### src/rtl/spi_ctrl_pkg.sv
// -----------------------------------------------------------------------------
// spi_ctrl_pkg
// Shared types and constants for the SPI mode-0 register-write controller.
//   state_e      : controller FSM states
//   FRAME_W etc. : frame field widths ({rw, addr[6:0], data[7:0]})
//   EN_OUT_* ... : spi_peripheral register addresses
//   pack_frame   : builds a 16-bit frame from its fields
//   max3         : elaboration helper for sizing shared counters
// -----------------------------------------------------------------------------
package spi_ctrl_pkg;

  typedef enum logic [2:0] {
    IDLE  = 3'd0,
    SETUP = 3'd1,
    SHIFT = 3'd2,
    HOLD  = 3'd3,
    GAP   = 3'd4
  } state_e;

  localparam int FRAME_W = 16;
  localparam int ADDR_W  = 7;
  localparam int DATA_W  = 8;

  localparam logic [ADDR_W-1:0] EN_OUT_7_0  = 7'h00;
  localparam logic [ADDR_W-1:0] EN_OUT_15_8 = 7'h01;
  localparam logic [ADDR_W-1:0] EN_PWM_7_0  = 7'h02;
  localparam logic [ADDR_W-1:0] EN_PWM_15_8 = 7'h03;
  localparam logic [ADDR_W-1:0] PWM_DUTY    = 7'h04;

  function automatic logic [FRAME_W-1:0] pack_frame(
    input logic              rw,
    input logic [ADDR_W-1:0] addr,
    input logic [DATA_W-1:0] data
  );
    return {rw, addr, data};
  endfunction

  function automatic int max3(input int a, input int b, input int c);
    int m;
    m = (a > b) ? a : b;
    return (m > c) ? m : c;
  endfunction

endpackage

### src/rtl/spi_ctrl_tx_if.sv
// -----------------------------------------------------------------------------
// spi_ctrl_tx_if
// Request handshake plus SPI pins of the controller.
//   req_valid/req_ready/req_rw/req_addr/req_data : frame request handshake
//   busy, done                                   : status (done = 1-cycle pulse)
//   SCLK, nCS, COPI                              : SPI bus driven by the controller
//   CIPO, rx_data                                : only with SPI_CTRL_CIPO_EN
// Modports: master = controller side, slave = requester / bus-observer side.
// -----------------------------------------------------------------------------
interface spi_ctrl_tx_if;
  import spi_ctrl_pkg::*;

  logic              req_valid;
  logic              req_ready;
  logic              req_rw;
  logic [ADDR_W-1:0] req_addr;
  logic [DATA_W-1:0] req_data;
  logic              busy;
  logic              done;
  logic              SCLK;
  logic              nCS;
  logic              COPI;
`ifdef SPI_CTRL_CIPO_EN
  logic               CIPO;
  logic [FRAME_W-1:0] rx_data;
`endif

  modport master (
    input  req_valid, req_rw, req_addr, req_data,
    output req_ready, busy, done, SCLK, nCS, COPI
`ifdef SPI_CTRL_CIPO_EN
    , input CIPO
    , output rx_data
`endif
  );

  modport slave (
    output req_valid, req_rw, req_addr, req_data,
    input  req_ready, busy, done, SCLK, nCS, COPI
`ifdef SPI_CTRL_CIPO_EN
    , output CIPO
    , input  rx_data
`endif
  );

endinterface

### src/rtl/spi_ctrl_clkgen.sv
// -----------------------------------------------------------------------------
// spi_ctrl_clkgen
// SCLK half-period divider. While en_i is high it counts 0..CLK_DIV-1 per
// half-period, low phase first; while en_i is low it is held cleared.
//   clk, reset   : system clock, async active-low reset
//   en_i         : enable (controller is in SHIFT)
//   rise_tick_o  : last cycle of a low half-period (SCLK goes high next)
//   fall_tick_o  : last cycle of a high half-period (SCLK goes low next)
// -----------------------------------------------------------------------------
module spi_ctrl_clkgen #(
  parameter int CLK_DIV = 4
) (
  input  logic clk,
  input  logic reset,
  input  logic en_i,
  output logic rise_tick_o,
  output logic fall_tick_o
);

  localparam int DIV_W = (CLK_DIV > 2) ? $clog2(CLK_DIV) : 1;
  localparam logic [DIV_W-1:0] DIV_LAST = DIV_W'(CLK_DIV - 1);

  logic [DIV_W-1:0] div_q, div_d;
  logic             phase_q, phase_d;   // 0 = SCLK low half, 1 = high half
  logic             last_s;

  assign last_s      = en_i && (div_q == DIV_LAST);
  assign rise_tick_o = last_s && !phase_q;
  assign fall_tick_o = last_s &&  phase_q;

  // divider next-state
  always_comb begin
    div_d   = div_q;
    phase_d = phase_q;
    if (!en_i) begin
      div_d   = {DIV_W{1'b0}};
      phase_d = 1'b0;
    end else if (last_s) begin
      div_d   = {DIV_W{1'b0}};
      phase_d = ~phase_q;
    end else begin
      div_d   = div_q + DIV_W'(1);
    end
  end

  // divider registers
  always_ff @(posedge clk or negedge reset) begin
    if (!reset) begin
      div_q   <= {DIV_W{1'b0}};
      phase_q <= 1'b0;
    end else begin
      div_q   <= div_d;
      phase_q <= phase_d;
    end
  end

endmodule

### src/rtl/spi_ctrl_tx.sv
// -----------------------------------------------------------------------------
// spi_ctrl_tx
// SPI mode-0 controller that serialises 16-bit {rw, addr, data} register-write
// frames MSB first. COPI changes after SCLK falls; the peripheral samples on
// SCLK rises.
// Ports:
//   clk    : system clock
//   reset  : asynchronous, active-low reset (aborts a frame immediately)
//   bus    : spi_ctrl_tx_if.master (request handshake, busy/done, SCLK/nCS/COPI)
// Parameters: CLK_DIV (>=2), CS_SETUP (>=1), CS_HOLD (>=1), CS_GAP (>=3).
// Build option: SPI_CTRL_CIPO_EN adds CIPO sampling on each SCLK rise and the
//   16-bit rx_data result, updated in the done cycle.
// -----------------------------------------------------------------------------
module spi_ctrl_tx
  import spi_ctrl_pkg::*;
#(
  parameter int CLK_DIV  = 4,
  parameter int CS_SETUP = 4,
  parameter int CS_HOLD  = 4,
  parameter int CS_GAP   = 4
) (
  input  logic             clk,
  input  logic             reset,
  spi_ctrl_tx_if.master    bus
);

  localparam int CNT_MAX = max3(CS_SETUP, CS_HOLD, CS_GAP);
  localparam int CNT_W   = (CNT_MAX > 2) ? $clog2(CNT_MAX) : 1;
  localparam int BIT_W   = $clog2(FRAME_W + 1);

  localparam logic [CNT_W-1:0] SETUP_LAST = CNT_W'(CS_SETUP - 1);
  localparam logic [CNT_W-1:0] HOLD_LAST  = CNT_W'(CS_HOLD - 1);
  localparam logic [CNT_W-1:0] GAP_LAST   = CNT_W'(CS_GAP - 1);
  localparam logic [BIT_W-1:0] BITS_ALL   = BIT_W'(FRAME_W);

  if (CLK_DIV < 2) begin : g_bad_clk_div
    $error("spi_ctrl_tx: CLK_DIV must be >= 2");
  end
  if (CS_SETUP < 1) begin : g_bad_cs_setup
    $error("spi_ctrl_tx: CS_SETUP must be >= 1");
  end
  if (CS_HOLD < 1) begin : g_bad_cs_hold
    $error("spi_ctrl_tx: CS_HOLD must be >= 1");
  end
  if (CS_GAP < 3) begin : g_bad_cs_gap
    $error("spi_ctrl_tx: CS_GAP must be >= 3");
  end

  state_e             state_q, state_d;
  logic [CNT_W-1:0]   cnt_q, cnt_d;       // SETUP / HOLD / GAP dwell counter
  logic [BIT_W-1:0]   bit_q, bit_d;       // SCLK rises so far, 0..16
  logic [FRAME_W-1:0] shift_q, shift_d;   // COPI is always shift_q[15]
  logic               sclk_q, sclk_d;
  logic               ncs_q, ncs_d;
  logic               done_q, done_d;
  logic               rise_tick_s, fall_tick_s;

  spi_ctrl_clkgen #(.CLK_DIV(CLK_DIV)) u_clkgen (
    .clk         (clk),
    .reset       (reset),
    .en_i        (state_q == SHIFT),
    .rise_tick_o (rise_tick_s),
    .fall_tick_o (fall_tick_s)
  );

  assign bus.req_ready = (state_q == IDLE);
  assign bus.busy      = (state_q != IDLE);
  assign bus.done      = done_q;
  assign bus.SCLK      = sclk_q;
  assign bus.nCS       = ncs_q;
  assign bus.COPI      = shift_q[FRAME_W-1];

  // FSM next-state and registered-output next values
  always_comb begin
    state_d = state_q;
    cnt_d   = cnt_q;
    bit_d   = bit_q;
    shift_d = shift_q;
    sclk_d  = sclk_q;
    ncs_d   = ncs_q;
    done_d  = 1'b0;
    case (state_q)
      IDLE: begin
        if (bus.req_valid) begin
          // the frame is captured here; later req_* changes cannot reach it
          shift_d = pack_frame(bus.req_rw, bus.req_addr, bus.req_data);
          ncs_d   = 1'b0;
          cnt_d   = {CNT_W{1'b0}};
          bit_d   = {BIT_W{1'b0}};
          state_d = SETUP;
        end else begin
          state_d = IDLE;
        end
      end
      SETUP: begin
        if (cnt_q == SETUP_LAST) begin
          cnt_d   = {CNT_W{1'b0}};
          state_d = SHIFT;
        end else begin
          cnt_d   = cnt_q + CNT_W'(1);
        end
      end
      SHIFT: begin
        if (rise_tick_s) begin
          sclk_d = 1'b1;
          bit_d  = bit_q + BIT_W'(1);
        end else if (fall_tick_s) begin
          sclk_d = 1'b0;
          if (bit_q < BITS_ALL) begin
            shift_d = {shift_q[FRAME_W-2:0], 1'b0};
          end else begin
            // 16th fall: bit 0 stays on COPI through HOLD
            cnt_d   = {CNT_W{1'b0}};
            state_d = HOLD;
          end
        end else begin
          sclk_d = sclk_q;
        end
      end
      HOLD: begin
        if (cnt_q == HOLD_LAST) begin
          ncs_d   = 1'b1;
          shift_d = {FRAME_W{1'b0}};
          done_d  = 1'b1;
          cnt_d   = {CNT_W{1'b0}};
          state_d = GAP;
        end else begin
          cnt_d   = cnt_q + CNT_W'(1);
        end
      end
      GAP: begin
        if (cnt_q == GAP_LAST) begin
          cnt_d   = {CNT_W{1'b0}};
          state_d = IDLE;
        end else begin
          cnt_d   = cnt_q + CNT_W'(1);
        end
      end
      default: begin
        state_d = IDLE;
        cnt_d   = {CNT_W{1'b0}};
        bit_d   = {BIT_W{1'b0}};
        shift_d = {FRAME_W{1'b0}};
        sclk_d  = 1'b0;
        ncs_d   = 1'b1;
      end
    endcase
  end

  // FSM state and output registers
  always_ff @(posedge clk or negedge reset) begin
    if (!reset) begin
      state_q <= IDLE;
      cnt_q   <= {CNT_W{1'b0}};
      bit_q   <= {BIT_W{1'b0}};
      shift_q <= {FRAME_W{1'b0}};
      sclk_q  <= 1'b0;
      ncs_q   <= 1'b1;
      done_q  <= 1'b0;
    end else begin
      state_q <= state_d;
      cnt_q   <= cnt_d;
      bit_q   <= bit_d;
      shift_q <= shift_d;
      sclk_q  <= sclk_d;
      ncs_q   <= ncs_d;
      done_q  <= done_d;
    end
  end

`ifdef SPI_CTRL_CIPO_EN
  logic [FRAME_W-1:0] rx_q, rx_d;
  logic [FRAME_W-1:0] rx_data_q, rx_data_d;

  assign bus.rx_data = rx_data_q;

  // receive shift and result capture next values
  always_comb begin
    rx_d      = rx_q;
    rx_data_d = rx_data_q;
    if (rise_tick_s) begin
      rx_d = {rx_q[FRAME_W-2:0], bus.CIPO};
    end else begin
      rx_d = rx_q;
    end
    if (done_d) begin
      rx_data_d = rx_q;
    end else begin
      rx_data_d = rx_data_q;
    end
  end

  // receive registers
  always_ff @(posedge clk or negedge reset) begin
    if (!reset) begin
      rx_q      <= {FRAME_W{1'b0}};
      rx_data_q <= {FRAME_W{1'b0}};
    end else begin
      rx_q      <= rx_d;
      rx_data_q <= rx_data_d;
    end
  end
`endif

endmodule

### src/flat_wrapper.sv
// flat-port wrapper written by rule: the top's interface ports become plain ports
module spi_ctrl_tx_flat import spi_ctrl_pkg::*;
#(
  parameter int CLK_DIV  = 4,
  parameter int CS_SETUP = 4,
  parameter int CS_HOLD  = 4,
  parameter int CS_GAP   = 4
)
  (clk, reset, bus_req_valid, bus_req_rw, bus_req_addr, bus_req_data, bus_req_ready, bus_busy, bus_done, bus_SCLK, bus_nCS, bus_COPI);
  spi_ctrl_tx_if bus_i ();
  input  logic clk;
  input  logic reset;
  input wire logic [$bits(bus_i.req_valid)-1:0] bus_req_valid;
  input wire logic [$bits(bus_i.req_rw)-1:0] bus_req_rw;
  input wire logic [$bits(bus_i.req_addr)-1:0] bus_req_addr;
  input wire logic [$bits(bus_i.req_data)-1:0] bus_req_data;
  output wire logic [$bits(bus_i.req_ready)-1:0] bus_req_ready;
  output wire logic [$bits(bus_i.busy)-1:0] bus_busy;
  output wire logic [$bits(bus_i.done)-1:0] bus_done;
  output wire logic [$bits(bus_i.SCLK)-1:0] bus_SCLK;
  output wire logic [$bits(bus_i.nCS)-1:0] bus_nCS;
  output wire logic [$bits(bus_i.COPI)-1:0] bus_COPI;
  assign bus_i.req_valid = bus_req_valid;
  assign bus_i.req_rw = bus_req_rw;
  assign bus_i.req_addr = bus_req_addr;
  assign bus_i.req_data = bus_req_data;
  assign bus_req_ready = bus_i.req_ready;
  assign bus_busy = bus_i.busy;
  assign bus_done = bus_i.done;
  assign bus_SCLK = bus_i.SCLK;
  assign bus_nCS = bus_i.nCS;
  assign bus_COPI = bus_i.COPI;
  spi_ctrl_tx #(.CLK_DIV(CLK_DIV), .CS_SETUP(CS_SETUP), .CS_HOLD(CS_HOLD), .CS_GAP(CS_GAP)) u_core (.clk(clk), .reset(reset), .bus(bus_i));
endmodule
### config.mk
export PLATFORM = sky130hd
export DESIGN_NAME = spi_ctrl_tx_flat
export DESIGN_NICKNAME = d
export VERILOG_FILES = /design/src/rtl/spi_ctrl_pkg.sv /design/src/rtl/spi_ctrl_tx_if.sv /design/src/rtl/spi_ctrl_clkgen.sv /design/src/rtl/spi_ctrl_tx.sv /design/src/flat_wrapper.sv
export SDC_FILE = /design/constraint.sdc
export NUM_CORES = 1
export LEC_CHECK = 0
export CAP_MARGIN = 20
export CORE_MARGIN = 3
export CORE_UTILIZATION = 50
export CTS_BUF_LIST = sky130_fd_sc_hd__clkbuf_2
export CTS_CLUSTER_DIAMETER = 50
export DETAILED_ROUTE_END_ITERATION = 10
export PLACE_DENSITY = 0.74
export SLEW_MARGIN = 10
export SYNTH_ARGS = -nofsm -noshare
export SYNTH_HDL_FRONTEND = slang
export SYNTH_HIERARCHICAL = 1
export SYNTH_SLANG_ARGS = --single-unit
### constraint.sdc
create_clock -name clk -period 4.8 [get_ports clk]
set_clock_uncertainty 0.2 [all_clocks]
set_input_delay 0.96 -clock clk [delete_from_list [all_inputs] [get_ports clk]]
set_output_delay 0.96 -clock clk [all_outputs]
set_load 0.01 [all_outputs]
-- Word level (Yosys, flattened, before mapping)
Index checks and enable logic that the tools add are counted.
- $lt $le $gt $ge: 1
- multiplexer cells: 35
- bitwise operators: 5
- reductions and logical operators: 16
- $add $sub $neg: 3
- eq/ne operators: 17
- operators by type and width (operator ; count):
    $mux 16 ; 5
    $pmux 16 s4 ; 1
    $mux 3 ; 6
    $pmux 3 s5 ; 1
    $pmux 5 s3 ; 1
    $mux 2 ; 7
    $ne 2x1->1 const B ; 7
    $reduce_and 6->1 ; 2
    $mux 5 ; 2
    $mux 1 ; 9
    $eq 3x2->1 const B ; 2
    $ne 2x2->1 const B ; 3
    $pmux 2 s3 ; 1
    $reduce_and 3->1 ; 2
    $reduce_or 3->1 ; 2
    $add 5x1->5 const B ; 1
    $lt 5x5->1 const B ; 1
    $not 1->1 ; 5
    $add 2x1->2 const B ; 2
    $eq 2x2->1 const B ; 2
    $reduce_and 4->1 ; 1
    $reduce_or 4->1 ; 1
    $eq 3x1->1 const B ; 1
    $eq 3x3->1 const B ; 1
    9 further kinds ; 11
- output and inout port bits: 6
- word-level logic and storage cells: 86
- register bits: 32

-- Longest topological paths before layout
- word-level depth: 6
- gate-level depth with buffers: 10
- depth with buffers taken out: 8

-- Modules after synthesis
Netlist, hierarchy kept.
- modules (own cells, without submodules) (module ; seq. area each (um^2) ; cells an instance ; times used ; area an instance (um^2)):
    spi_ctrl_tx ; 726.9 ; 143 ; 1 ; 1597.8
    spi_ctrl_clkgen ; 75.1 ; 11 ; 1 ; 135.1

-- Worst setup path after synthesis
No wires, ideal clock.
- path kind: flip-flop to flip-flop
- from: register u_core.state_q[2]
- to: register u_core.shift_q[15]
- buffers on the path: 3
- cell stages (with the launch flop): 11
- arrival time: 2.407 ns
- period minus slack after synthesis: 2.732 ns
- setup slack: 2.068 ns
- path through: dfrtp_1 > buf_6 > or2_2 > buf_2 > nor2_1 > and3_2 > inv_1 > o311a_1 > a21oi_4 > buf_12 > mux2_4
- cells in the longest elaborated chain, start to end: 5
- ends and longest elaborated chain (what ; line ; text):
    start, declared ; spi_ctrl_tx.sv:49 ; state_e state_q, state_d;
    start signal, assigned ; spi_ctrl_tx.sv:161 ; state_q <= state_d;
    $eq 3x2->1 ; spi_ctrl_tx.sv:61 ; .en_i (state_q == SHIFT),
    $logic_and 1x1->1 ; spi_ctrl_clkgen.sv:27 ; assign last_s = en_i && (div_q == DIV_LAST);
    $logic_and 1x1->1 ; spi_ctrl_clkgen.sv:29 ; assign fall_tick_o = last_s && phase_q;
    named net u_core.fall_tick_s ; spi_ctrl_tx.sv:56 ; logic rise_tick_s, fall_tick_s;
    $ne 2x1->1 (no source line) ; n/a ;
    $reduce_and 6->1 (no source line) ; n/a ;
    end signal, assigned ; spi_ctrl_tx.sv:156 ; shift_q <= {FRAME_W{1'b0}};
    end signal, assigned ; spi_ctrl_tx.sv:164 ; shift_q <= shift_d;
    end, declared ; spi_ctrl_tx.sv:52 ; logic [FRAME_W-1:0] shift_q, shift_d;
The timed path passes the listed nets, and every way through them passes these cells.
A chain may end at the register's enable or synchronous reset.

-- Worst setup path in the final report
- from: register u_core.state_q[1]
- to: output bus_busy
- cells in the longest elaborated chain, start to end: 1
- ends and longest elaborated chain (what ; line ; text):
    $reduce_bool 3->1 ; spi_ctrl_tx.sv:67 ; assign bus.busy = (state_q != IDLE);
    end, declared ; flat_wrapper.sv:18 ; output wire logic [$bits(bus_i.busy)-1:0] bus_busy;
No other way between the ends.

==> parameters.txt <==
Parameter                              Value

Placed design
  Placed wire-length estimate after detailed placement ... 2.17 mm
  Count of port buffers added during placement ... 24
  Routability-driven placement congestion ratio ... 0.818

Synthesis
  FF+latch count, synth ... 32
  Portion of synthesized cell area occupied by the leading cell type ... 44.8%
  Leading post-synthesis cells by instance count ... 31 x dfrtp_1, 21 x nor2_1, 16 x mux2i_1
  Count leader, synth ... dfrtp_1
  Number of nets produced by synthesis ... 176
  Area of the mapped netlist ... 1730 um^2
  Share of synthesized registers carrying an async set or reset ... 100%
  Post-synthesis cell type count ... 36
  Dominant cells by area after synthesis ... dfrtp_1 45%, mux2i_1 9.2%, mux2_4 7.8%, mux2_2 4.5%, nor2_1 4.5%
  Sequential fraction of the synthesis area ... 46.3%
  Number of flops mapped to enable cells by yosys ... 0
  Most area-hungry cell type in the Yosys netlist ... dfrtp_1
  Synthesized netlist cell count ... 154
  Synth warnings ... 6
  Mean post-synth cell area ... 11.3 um^2
  Commonest register cell after synthesis ... dfrtp_1

Timing
  Highest clock rate ... 277 MHz
  Final cycle utilization of the critical path ... 75.3%
  Count of endpoints failing setup in the final report ... 0
  Actual slew at the worst max-slew pin ... 1090 ps
  Setup repair after global routing missed its margin ... false
  Clock period minus worst slack ... 3610 ps
  Post-route setup TNS ... 0 ps
  Final slew viol count ... 0
  Remaining max-slew budget at the tightest pin ... 27.1%
  Final Hold Violating Endpoints ... 0

Global route
  Pin count of the biggest net entering global routing ... 33
  Number of global-route vias before repair ... 1246
  GRT Resource Usage Total ... 17.3%
  Antenna violations before repair ... 0
  Remaining global-route overflow ... 0
  Wire length of the first global-routing pass ... 5.58 mm

Die
  Floorplan Core Area ... 3180 um^2
  Standard-cell row count ... 20
  Top-level port count ... 25
  Vertical die dimension ... 64.9 um
  Initial core utilization ... 54.5%
  Width of the die ... 64.9 um
  Area enclosed by the die boundary ... 4210 um^2

Route
  Number of search-and-repair iterations in the first detailed-routing pass ... 4
  Wire per inst ... 14.3 um
  Total vias in the final route ... 1199
  Residual DRC ... 0
  Final WL ... 3.19 mm
  Initial drt markers ... 80
  ANT nets after route ... 0
  Detailed-route vias per instance ... 5.38

Clock tree
  Clock latency at the later pin of the worst-skew pair ... 380 ps
  Setup Fix Bufs, Post-CTS ... 0
  Number of sinks on the clock net ... 32
  Count of instances resized after the clock tree is built ... 0
  H-Tree Depth ... 2
  Cell at the root of the clock tree ... clkbuf_2
  Number of buffers added by the clock tree synthesis step ... 5
  CTS tree ... yes
  Number of hold buffers added after CTS ... 0
  Clock-pin slew on the worst setup and hold paths ... 150 ps
  Maximum root-to-sink buffer count ... 2

Worst hold path
  HP Class ... reg -> reg

Setup path
  Critical path required time ... 3640 ps
  Worst setup path category ... reg -> out
  Crit path max fanout ... 26
  Nature of the critical path startpoint ... flop
  WP data arrival ... 2450 ps
  Setup crit end kind ... output port

Final layout
  Area Growth Syn to Fin ... 15.8%
  Core Util, Final ... 63.1%
  Share of post-route cells with drive strength above 1 ... 17.3%
  Count of nets after finishing ... 200
  Total inserted antenna cells ... 0

Pwr
  Leakage power of the design ... 0.000952 uW
  Worst voltage drop across the vdd grid ... 0.227 mV
  PwrDens ... 530 nW/um^2

Status
  Status ... completed

Flow run
  Count of max-cap constraint violations ... 0
[placed cells by master (no fill, tap or decap), types with 2 or more instances in the layout]
master           instances
dfrtp_1                 31
clkdlybuf4s50_1         24
nor2_1                  21
mux2i_1                 16
mux2_4                   9
clkbuf_2                 8
nand2_1                  7
o21ai_0                  7
mux2_2                   7
inv_1                    6
a22o_1                   4
a21o_1                   3
a22oi_1                  3
nor3_1                   3
a21oi_1                  3
nand3_1                  3
xnor2_1                  3
ha_1                     3
nor2b_1                  2
nor3b_1                  2
[stage by stage]
| step | total power, uW | instances | worst slack (ps) | hold WS, ps | cell area [um^2] |
|---|---|---|---|---|---|
| final | 1060 | 223 | 1190 | 251 | 2010 |
| after global routing | 1140 | 223 | 974 | 273 | 2010 |
| after CTS | 1070 | 223 | 1170 | 253 | 2010 |
| after detailed placement | 935 | 215 | 1270 | 233 | 1970 |
| after global placement | 915 | 215 | 1370 | 229 | 1970 |
| after floorplan | 853 | 154 | 2070 | 214 | 1730 |
[per-layer routing]
| metal | GRT usage (%) | wire, um |
|---|---|---|
| met5 | 0 | 0 |
| met4 | 8.71 | 59 |
| met3 | 4.85 | 146 |
| met2 | 28.0 | 1480 |
| met1 | 21.0 | 1500 |
[area by class of cell]
| class | count | area (um^2) |
|---|---|---|
| clock buffers | 8 | 40.0 |
| repair buffers | 25 | 248 |
| multi-input cells | 108 | 840 |
| fillers | 271 | 1170 |
| flip-flops and latches | 32 | 802 |
| inverters | 6 | 22.5 |
| well taps | 44 | 55.1 |
[kinds of logic after synthesis]
family	synth area share, %
multiplexers	21.6
XOR/XNOR	2.02
AND/OR/NAND/NOR	13.2
AO/OA/AOI/OAI	9.46
flip-flops	46.3
adder cells (fa/ha/maj)	2.17
buffers and inverters	5.27
[report_power, final]
group / switching, uW / internal, uW / leakage [uW]
Clock: 90.3 / 43.0 / 0.0000332
Combinational: 201 / 262 / 0.000492
Sequential: 108 / 359 / 0.000427
[state kept, by name, indices dropped and copies added, names as in the netlist]
| register | count |
|---|---|
| u_core/bit_q | 5 |
| u_core/bus.SCLK | 1 |
| u_core/bus.done | 1 |
| u_core/bus.nCS | 1 |
| u_core/cnt_q | 2 |
| u_core/shift_q | 16 |
| u_core/state_q | 3 |
| u_core/u_clkgen/div_q | 2 |
| u_core/u_clkgen/phase_q | 1 |
[worst paths after layout]
path,from,end,slack [ps],cells after the start
worst max-delay path,u_core/state_q[1],bus_busy,1190,3
min in group asynchronous,reset,u_core/shift_q[6],760,2
worst min register to register,u_core/u_clkgen/div_q[0],u_core/u_clkgen/div_q[0],250,1
worst max register to register,u_core/state_q[1],u_core/shift_q[13],1220,7
max in group asynchronous,reset,u_core/bus.nCS,3300,2
worst min-delay path,u_core/u_clkgen/div_q[0],u_core/u_clkgen/div_q[0],250,1
[worst max-delay path, stage by stage, from the launching register on]
cell	delay (ps)
dfrtp_1	1090
inv_1	290
nand2_1	150
clkdlybuf4s50_1	550
(Power assumes the default switching activity.)
